File: src/rtl/start_token_srl_fifo.sv
// SRL-style start-token FIFO: shift-register storage read at occupancy-1,
// with registered full/empty/almost-full handshakes and occupancy count.
module start_token_srl_fifo #(
   parameter int unsigned DATA_WIDTH   = 1,
   parameter int unsigned ADDR_WIDTH   = 1,
   parameter int unsigned DEPTH        = 2,
   parameter int unsigned AFULL_THRESH = DEPTH - 1
) (
   input  logic                  clk,
   input  logic                  reset,
   input  logic                  if_write_ce,
   input  logic                  if_write,
   input  logic [DATA_WIDTH-1:0] if_din,
   output logic                  if_full_n,
   input  logic                  if_read_ce,
   input  logic                  if_read,
   output logic [DATA_WIDTH-1:0] if_dout,
   output logic                  if_empty_n,
   output logic [ADDR_WIDTH:0]   count,
   output logic                  almost_full
);

   localparam int unsigned CNT_W = ADDR_WIDTH + 1;

   logic [DATA_WIDTH-1:0] mem_q [DEPTH];
   logic [DATA_WIDTH-1:0] mem_d [DEPTH];
   logic [CNT_W-1:0]      count_q, count_d;
   logic                  full_n_q, full_n_d;
   logic                  empty_n_q, empty_n_d;
   logic                  afull_q, afull_d;
   logic                  push, pop;
   logic [ADDR_WIDTH-1:0] raddr;

   // Handshake qualification uses the registered flags only.
   always_comb begin
      push = if_write & if_write_ce & full_n_q;
      pop  = if_read & if_read_ce & empty_n_q;
   end

   // Shift-in storage: newest at index 0, oldest at count-1.
   always_comb begin
      for (int i = 0; i < int'(DEPTH); i++) begin
         mem_d[i] = mem_q[i];
      end
      if (push) begin
         mem_d[0] = if_din;
         for (int i = 1; i < int'(DEPTH); i++) begin
            mem_d[i] = mem_q[i-1];
         end
      end
   end

   always_comb begin
      count_d = count_q;
      case ({push, pop})
         2'b10:   count_d = count_q + CNT_W'(1);
         2'b01:   count_d = count_q - CNT_W'(1);
         default: count_d = count_q;
      endcase
      full_n_d  = (count_d != CNT_W'(DEPTH));
      empty_n_d = (count_d != CNT_W'(0));
      afull_d   = (count_d >= CNT_W'(AFULL_THRESH));
   end

   // Data path carries no reset; contents are meaningless until written.
   always_ff @(posedge clk) begin
      mem_q <= mem_d;
   end

   always_ff @(posedge clk or posedge reset) begin
      if (reset) begin
         count_q   <= '0;
         full_n_q  <= 1'b1;
         empty_n_q <= 1'b0;
         afull_q   <= 1'b0;
      end else begin
         count_q   <= count_d;
         full_n_q  <= full_n_d;
         empty_n_q <= empty_n_d;
         afull_q   <= afull_d;
      end
   end

   always_comb begin
      raddr       = ADDR_WIDTH'(count_q - CNT_W'(1));
      if_dout     = mem_q[raddr];
      if_full_n   = full_n_q;
      if_empty_n  = empty_n_q;
      count       = count_q;
      almost_full = afull_q;
   end

endmodule
File: config.mk
export PLATFORM = sky130hd
export DESIGN_NAME = start_token_srl_fifo
export DESIGN_NICKNAME = d
export VERILOG_FILES = /design/src/rtl/start_token_srl_fifo.sv
export SDC_FILE = /design/constraint.sdc
export NUM_CORES = 1
export LEC_CHECK = 0
export CELL_PAD_IN_SITES_DETAIL_PLACEMENT = 1
export CELL_PAD_IN_SITES_GLOBAL_PLACEMENT = 1
export CORE_MARGIN = 2
export CORE_UTILIZATION = 26
export DETAILED_ROUTE_END_ITERATION = 10
export PLACE_DENSITY_LB_ADDON = 0.1
export SLEW_MARGIN = 25
export SYNTH_ARGS = -nofsm -noshare
export SYNTH_HDL_FRONTEND = slang
export SYNTH_SLANG_ARGS = --single-unit
File: constraint.sdc
create_clock -name clk -period 1.5 [get_ports clk]
set_input_delay 0.375 -clock clk [delete_from_list [all_inputs] [get_ports clk]]
set_output_delay 0.375 -clock clk [all_outputs]
set_load 0.02 [all_outputs]
==> results of run 1 <==
worst register-to-register path: stages, from the launching register on:
cell and delay, ps:
dfstp_2 530, nand3_2 120, inv_2 100, ha_4 150
a21boi_2 170, a2bb2oi_2 140, o22a_1 150
registers in the layout (all words and copies together), names as in the netlist:
name / count
almost_full: 1
mem_q: 2
count: 2
if_full_n: 1
Yosys cell counts (all sizes together) (2+ instances only):
| master | n | area (sq um) |
|---|---|---|
| a21oi | 2 | 10.0 |
| buf | 2 | 18.8 |
| dfrtp | 3 | 75.1 |
| edfxtp | 2 | 60.1 |
| ha | 2 | 25.0 |
| inv | 3 | 11.3 |
| nand2 | 3 | 11.3 |
| nand3 | 2 | 10.0 |
| nor2 | 5 | 18.8 |
| nor2b | 2 | 12.5 |
| o21ai | 2 | 10.0 |
area by class of cell:
| cell class | instances | area share [%] |
|---|---|---|
| Inverter | 3 | 1.92 |
| Timing Repair Buffer | 16 | 25.0 |
| Multi-Input combinational cell | 26 | 37.8 |
| Tap cell | 15 | 3.21 |
| Clock buffer | 4 | 4.49 |
| Sequential cell | 6 | 27.6 |
through the flow:
stage / power (mW) / hold slack, ps / std cells / setup TNS, ps / worst slack (ps)
6_report: 0.981 / 320 / 70 / 0 / 37.4
5_1_grt: 1.04 / 340 / 70 / 0 / 6.06
4_1_cts: 0.963 / 318 / 70 / 0 / 7.94
3_5_place_dp: 0.799 / 460 / 66 / -1200 / -344
3_3_place_gp: 0.769 / 434 / 66 / -1020 / -279
2_1_floorplan: 0.589 / 140 / 37 / 0 / 3.29
metal layers:
layer  share of wire, %  routed length (um)  vias to the layer above
met4                1.8                  17                        0
met1                 37                 363                      166
met3                5.5                  53                        2
met5                  0                   0                        -
met2                 55                 536                       11
li1                   -                   -                      162
power by group through the flow:
| stage | registers (mW) | logic, mW | clock network [mW] |
|---|---|---|---|
| floorplan | 0.331 | 0.258 | 0 |
| global placement | 0.259 | 0.510 | 0 |
| detailed placement | 0.259 | 0.539 | 0 |
| global route | 0.267 | 0.601 | 0.176 |
| CTS | 0.260 | 0.533 | 0.170 |
| finish | 0.259 | 0.559 | 0.162 |
worst max-delay path by stage:
stage                     startpoint           to  slack (ps)  cells past startpoint
final                      if_full_n    if_full_n          40                      1
after detailed placement    if_write     count[1]        -340                      6
after global placement      if_write     count[1]        -280                      6
after floorplan            if_full_n  almost_full           3                      6
after global routing       if_full_n    if_full_n           6                      1
after CTS                    if_read     count[1]           8                      7
kinds of logic after synthesis:
kind of cell,count (synthesis)
compound gates,7
fa+ha+maj,2
buf+inv,5
flops,6
mux,2
simple gates,15
timing repair:
item	CTS	global route
hold endpoints to repair	0	0
gates resized for setup	20	10
pin swaps	2	6
endpoints found under the setup margin	9	4
hold buffers	0	0
==> run summary, run 1 <==
status: finished, final reports clean
Period minus WS final: 1460 ps
Port-buffer cells: 12
unrepaired setup endpoints after global routing: no
Synth Warn #: 0
logic gate share of total power: 57.0%
R2R Path Start: if_full_n
vias: 341
TritonCTS buffer count: 3
Required @ worst endpoint: 1120 ps
Final Util: 45.6%
critical path class: flop to output pin
drt first-iter violations: 0
first drt pass iteration count: 1
worst path cell trace: clkdlybuf4s15_1
Initial Util: 27.5%
Slowest cell on crit path: dfstp_2
Final ANT Viol Nets: 0
largest net degree at the start of global routing: 13
final setup vio count: 0
share of cells above drive strength 1: 40.0%
Netlist Area Pre-Place: 353 sq um
Sw Pwr: 0.404 mW
commonest non-fill, non-tap cells in the layout: nor2_1 (4), dlymetal6s2s_1 (4), buf_4 (4)
clock network power share: 16.6%
critical path peak fanout: 2
routing usage on met1: 15.0%
post-place instance area: 503 sq um
largest family of logic cells by synthesized area: simple AND/OR/NAND/NOR gates
hpwl dp: 756 um
flops & latches, synth: 6
syn avg cell area: 9.54 sq um
Net Sw Frac: 41.2%
FF-to-FF path depth: 6
CP peak stage delay: 530 ps
CORE AREA: 1280 sq um
M3 GR Usage: 8.15%
Clock transition at path regs: 50 ps
Adder-Cell Fraction of Synth Area: 7.09%
Area growth syn-to-layout: 66.0%
DRC Markers: 0
fin crit share: 97.5%
post-route cell area: 586 sq um
Worst R2R Setup Slack: 60 ps
ys async rst share: 66.7%
mux cell area share after synthesis: 6.03%
first-pass GRT wire length: 1410 um
Final Max Tran Viols: 0
Post-Syn Instances: 37
Max Cap Viol: 0
sequential fraction of design power: 26.4%
Peak Freq: 0.684 GHz
nets: 65
Top Family by Delay on Critical Path: flip-flops
crit path buf inv count: 1
Int Pwr: 0.577 mW
initial antenna violation count: 0
PwrDens: 1670 nW/um^2
peak supply drop: 0.538 mV
Reg area: 161 sq um
Avg WL per Cell: 13.9 um
Synth Area in Simple Gates: 19.9%
Leakage Power: 0.295 nW
Clock Sinks: 6
Clk Tree Root Cell: clkbuf_4
Hold Vio Cnt, Final: 0
# diodes: 0
Die Wd: 40.8 um
area of the multi-input gates: 221 sq um
CP arrival: 1090 ps
Bufs on Longest Clock Path: 2
DR vias/cell: 4.87
Hold WC Path Type: primary input to asynchronous set/reset pin
Seq/Total Area, Yosys: 45.7%
via count of the first global-routing pass: 308
Ports: 13
Distinct cells, synth: 22
H-tree depth: 1
Die ar.: 1670 sq um
GRT Overall Usage: 14.6%
GRT met2 Usage: 22.3%
slew margin rel.: 85.3%
area share of xor/xnor cells in the synthesized design: 0%
GP Congestion: 0.737
Worst-Skew Late Latency: 240 ps
most used flip-flop cell after synthesis: dfrtp_1
Post-CTS Repair Setup Buffers: 0
EDFF count, synth: 2
Setup crit start kind: flop
final WL: 970 um
CTS tree: built
Compound-Gate Fraction of Synth Area: 12.8%
Worst-Margin Slew: 221 ps
RR Endpoint: almost_full
GRT overflow: 0
grt peak-use layer: met2
fill count: 151
Worst Skew: 1.97 ps
Worst setup EP type: output pin
syn nets: 46
row count: 13
Die H: 40.8 um
Note: power is estimated with default switching activity, not from simulation.
==> run 2, diff against run 1 <==
--- a/config.mk
+++ b/config.mk
@@ -10,7 +10,9 @@
 export CORE_MARGIN = 2
 export CORE_UTILIZATION = 26
 export DETAILED_ROUTE_END_ITERATION = 10
+export GPL_ROUTABILITY_DRIVEN = 1
 export PLACE_DENSITY_LB_ADDON = 0.1
+export SKIP_LAST_GASP = 1
 export SLEW_MARGIN = 25
 export SYNTH_ARGS = -nofsm -noshare
 export SYNTH_HDL_FRONTEND = slang
==> run 2 against run 1 <==
Net effect: flip-flop and latch count unchanged; first-iteration DRC count up 13; worst hold slack worse by 6.9 ps; non-clock buffer count unchanged; count of clock-buffer cells in the layout is the same; critical path depth is 6 higher; core utilization fell by 0.19 points; register-to-register slack better by 20 ps; clock skew up 2.6 ps; cell count unchanged; via count fell by 1.2%; critical path type is now primary input to flop; critical endpoint is now almost_full; largest power group unchanged.
==> run summary, run 2 (synthesized netlist as in run 1, its figures left out) <==
status: finished, final reports clean (unchanged)
fin crit share: 99.5% (was 97.5%)
Die ar.: 1670 sq um (unchanged)
CP peak stage delay: 470 ps (was 530 ps)
row count: 13 (unchanged)
Die H: 40.8 um (unchanged)
area of the multi-input gates: 221 sq um (unchanged)
R2R Path Start: if_full_n (unchanged)
RR Endpoint: almost_full (unchanged)
Required @ worst endpoint: 1690 ps (was 1120 ps)
hpwl dp: 756 um (unchanged)
slew margin rel.: 85.3% (about the same)
GRT overflow: 0 (unchanged)
fill count: 154 (was 151)
GRT Overall Usage: 14.5% (was 14.6%)
Worst Setup SP: if_write_ce (was if_full_n)
share of cells above drive strength 1: 38.2% (was 40.0%)
Worst-Skew Late Latency: 250 ps (was 240 ps)
Peak Freq: 0.670 GHz (was 0.684 GHz)
H-tree depth: 1 (unchanged)
PwrDens: 1720 nW/um^2 (was 1670 nW/um^2)
Max Cap Viol: 0 (unchanged)
GP Congestion: 0.737 (unchanged)
Worst-Margin Slew: 221 ps (about the same)
drt first-iter violations: 13 (was 0)
Ports: 13 (unchanged)
worst setup margin: 7.14 ps (was 37.4 ps)
Worst R2R Setup Slack: 80 ps (was 60 ps)
Die Wd: 40.8 um (unchanged)
first drt pass iteration count: 4 (was 1)
Hold WC Path Type: primary input to asynchronous set/reset pin (unchanged)
Clock Sinks: 6 (unchanged)
DR vias/cell: 4.81 (was 4.87)
vias: 337 (was 341)
Setup crit start kind: primary input (was flop)
worst slack, placed: -344 ps (unchanged)
first-pass GRT wire length: 1400 um (was 1410 um)
Port-buffer cells: 12 (unchanged)
worst path cell trace: clkdlybuf4s50_1 > nand3_2 > inv_2 > ha_4 > a21boi_1 > a2bb2oi_1 > o22a_1 (was clkdlybuf4s15_1)
Period minus WS final: 1490 ps (was 1460 ps)
Initial Util: 27.5% (unchanged)
Worst Skew: 4.61 ps (was 1.97 ps)
CP arrival: 1680 ps (was 1090 ps)
fin cells: 70 (unchanged)
CTS tree: built (unchanged)
dpl cells: 66 (unchanged)
critical path peak fanout: 3 (was 2)
commonest non-fill, non-tap cells in the layout: nor2_1 (4), buf_4 (4) (was nor2_1 (4), dlymetal6s2s_1 (4), buf_4 (4))
CORE AREA: 1280 sq um (unchanged)
Bufs on Longest Clock Path: 2 (unchanged)
DRC Markers: 0 (unchanged)
CP endpoint: almost_full (was if_full_n)
peak supply drop: 0.523 mV (was 0.538 mV)
nets: 65 (unchanged)
Final ANT Viol Nets: 0 (unchanged)
final WL: 985 um (was 970 um)
critical path class: primary input to flop (was flop to output pin)
Total Power: 1.00 mW (was 0.981 mW)
Clk Tree Root Cell: clkbuf_4 (unchanged)
Slowest cell on crit path: clkdlybuf4s50_1 (was dfstp_2)
Clock transition at path regs: 50 ps (about the same)
Avg WL per Cell: 14.1 um (was 13.9 um)
final setup vio count: 0 (unchanged)
TritonCTS buffer count: 3 (unchanged)
# diodes: 0 (unchanged)
Worst setup EP type: flop (was output pin)
Final Max Tran Viols: 0 (unchanged)
Area growth syn-to-layout: 65.2% (was 66.0%)
FF-to-FF path depth: 6 (unchanged)
via count of the first global-routing pass: 306 (was 308)
largest net degree at the start of global routing: 13 (unchanged)
initial antenna violation count: 0 (unchanged)
unrepaired setup endpoints after global routing: yes (was no)
Reg area: 161 sq um (unchanged)
Leakage Power: 0.286 nW (was 0.295 nW)
Hold Vio Cnt, Final: 0 (unchanged)
## run 2: through the flow
step                hold WS (ps)  setup TNS [ps]  utilization (%)  cell area (sq um)
finish                       313               0             45.4                583
global route                 340           -47.7             45.4                583
CTS                          318            -153             43.8                563
detailed placement           460           -1200             39.1                503
global placement             434           -1020             39.1                503
floorplan                    140               0                -                353
## run 2: layout make-up
type                            count  share of cell area, %
Sequential cell                     6                   27.7
Multi-Input combinational cell     26                   38.0
Clock buffer                        4                   4.51
Inverter                            3                   1.93
Tap cell                           15                   3.22
Timing Repair Buffer               16                   24.7
## run 2: how the worst min path moves through the flow
| stage | from | endpoint | slack, ps | cells after the start |
|---|---|---|---|---|
| finish | reset | almost_full | 310 | 2 |
| global route | reset | almost_full | 340 | 2 |
| CTS | reset | almost_full | 320 | 2 |
| detailed placement | mem_q[1] | mem_q[0] | 460 | 0 |
| floorplan | reset | almost_full | 140 | 1 |
| global placement | mem_q[1] | mem_q[0] | 430 | 0 |
## run 2: repair_timing
action                                  in CTS  in global routing
endpoints found under the setup margin       9                  6
setup buffers                                0                  0
resized for setup                           15                 13
hold buffers                                 0                  0
pin swaps                                    2                  5
## run 2: report_power, final
group          internal (mW)  switching (mW)
Sequential             0.228          0.0312
Combinational          0.257           0.318
Clock                  0.101          0.0665
Total                  0.586           0.415
## run 2: routing by layer
layer	global-route usage (%)	vias up	part of all wire [%]
met5	0	-	0
met4	10.0	0	0
met3	8.15	0	5.7
met2	22.3	9	57
met1	14.7	168	37
li1	-	160	-
## run 2: worst max-delay path: cells and delay by family
| family | cells | cell delay [ps] |
|---|---|---|
| buf+inv | 2 | 570 |
| compound gates | 3 | 480 |
| fa+ha+maj | 1 | 140 |
| simple gates | 1 | 120 |
==> run 3, diff against run 2 <==
--- a/config.mk
+++ b/config.mk
@@ -13,7 +13,7 @@
 export GPL_ROUTABILITY_DRIVEN = 1
 export PLACE_DENSITY_LB_ADDON = 0.1
 export SKIP_LAST_GASP = 1
-export SLEW_MARGIN = 25
+export SLEW_MARGIN = 20
 export SYNTH_ARGS = -nofsm -noshare
 export SYNTH_HDL_FRONTEND = slang
 export SYNTH_SLANG_ARGS = --single-unit
==> results of run 3 <==
Final layout, timing and power as in run 2 (identical DEF).
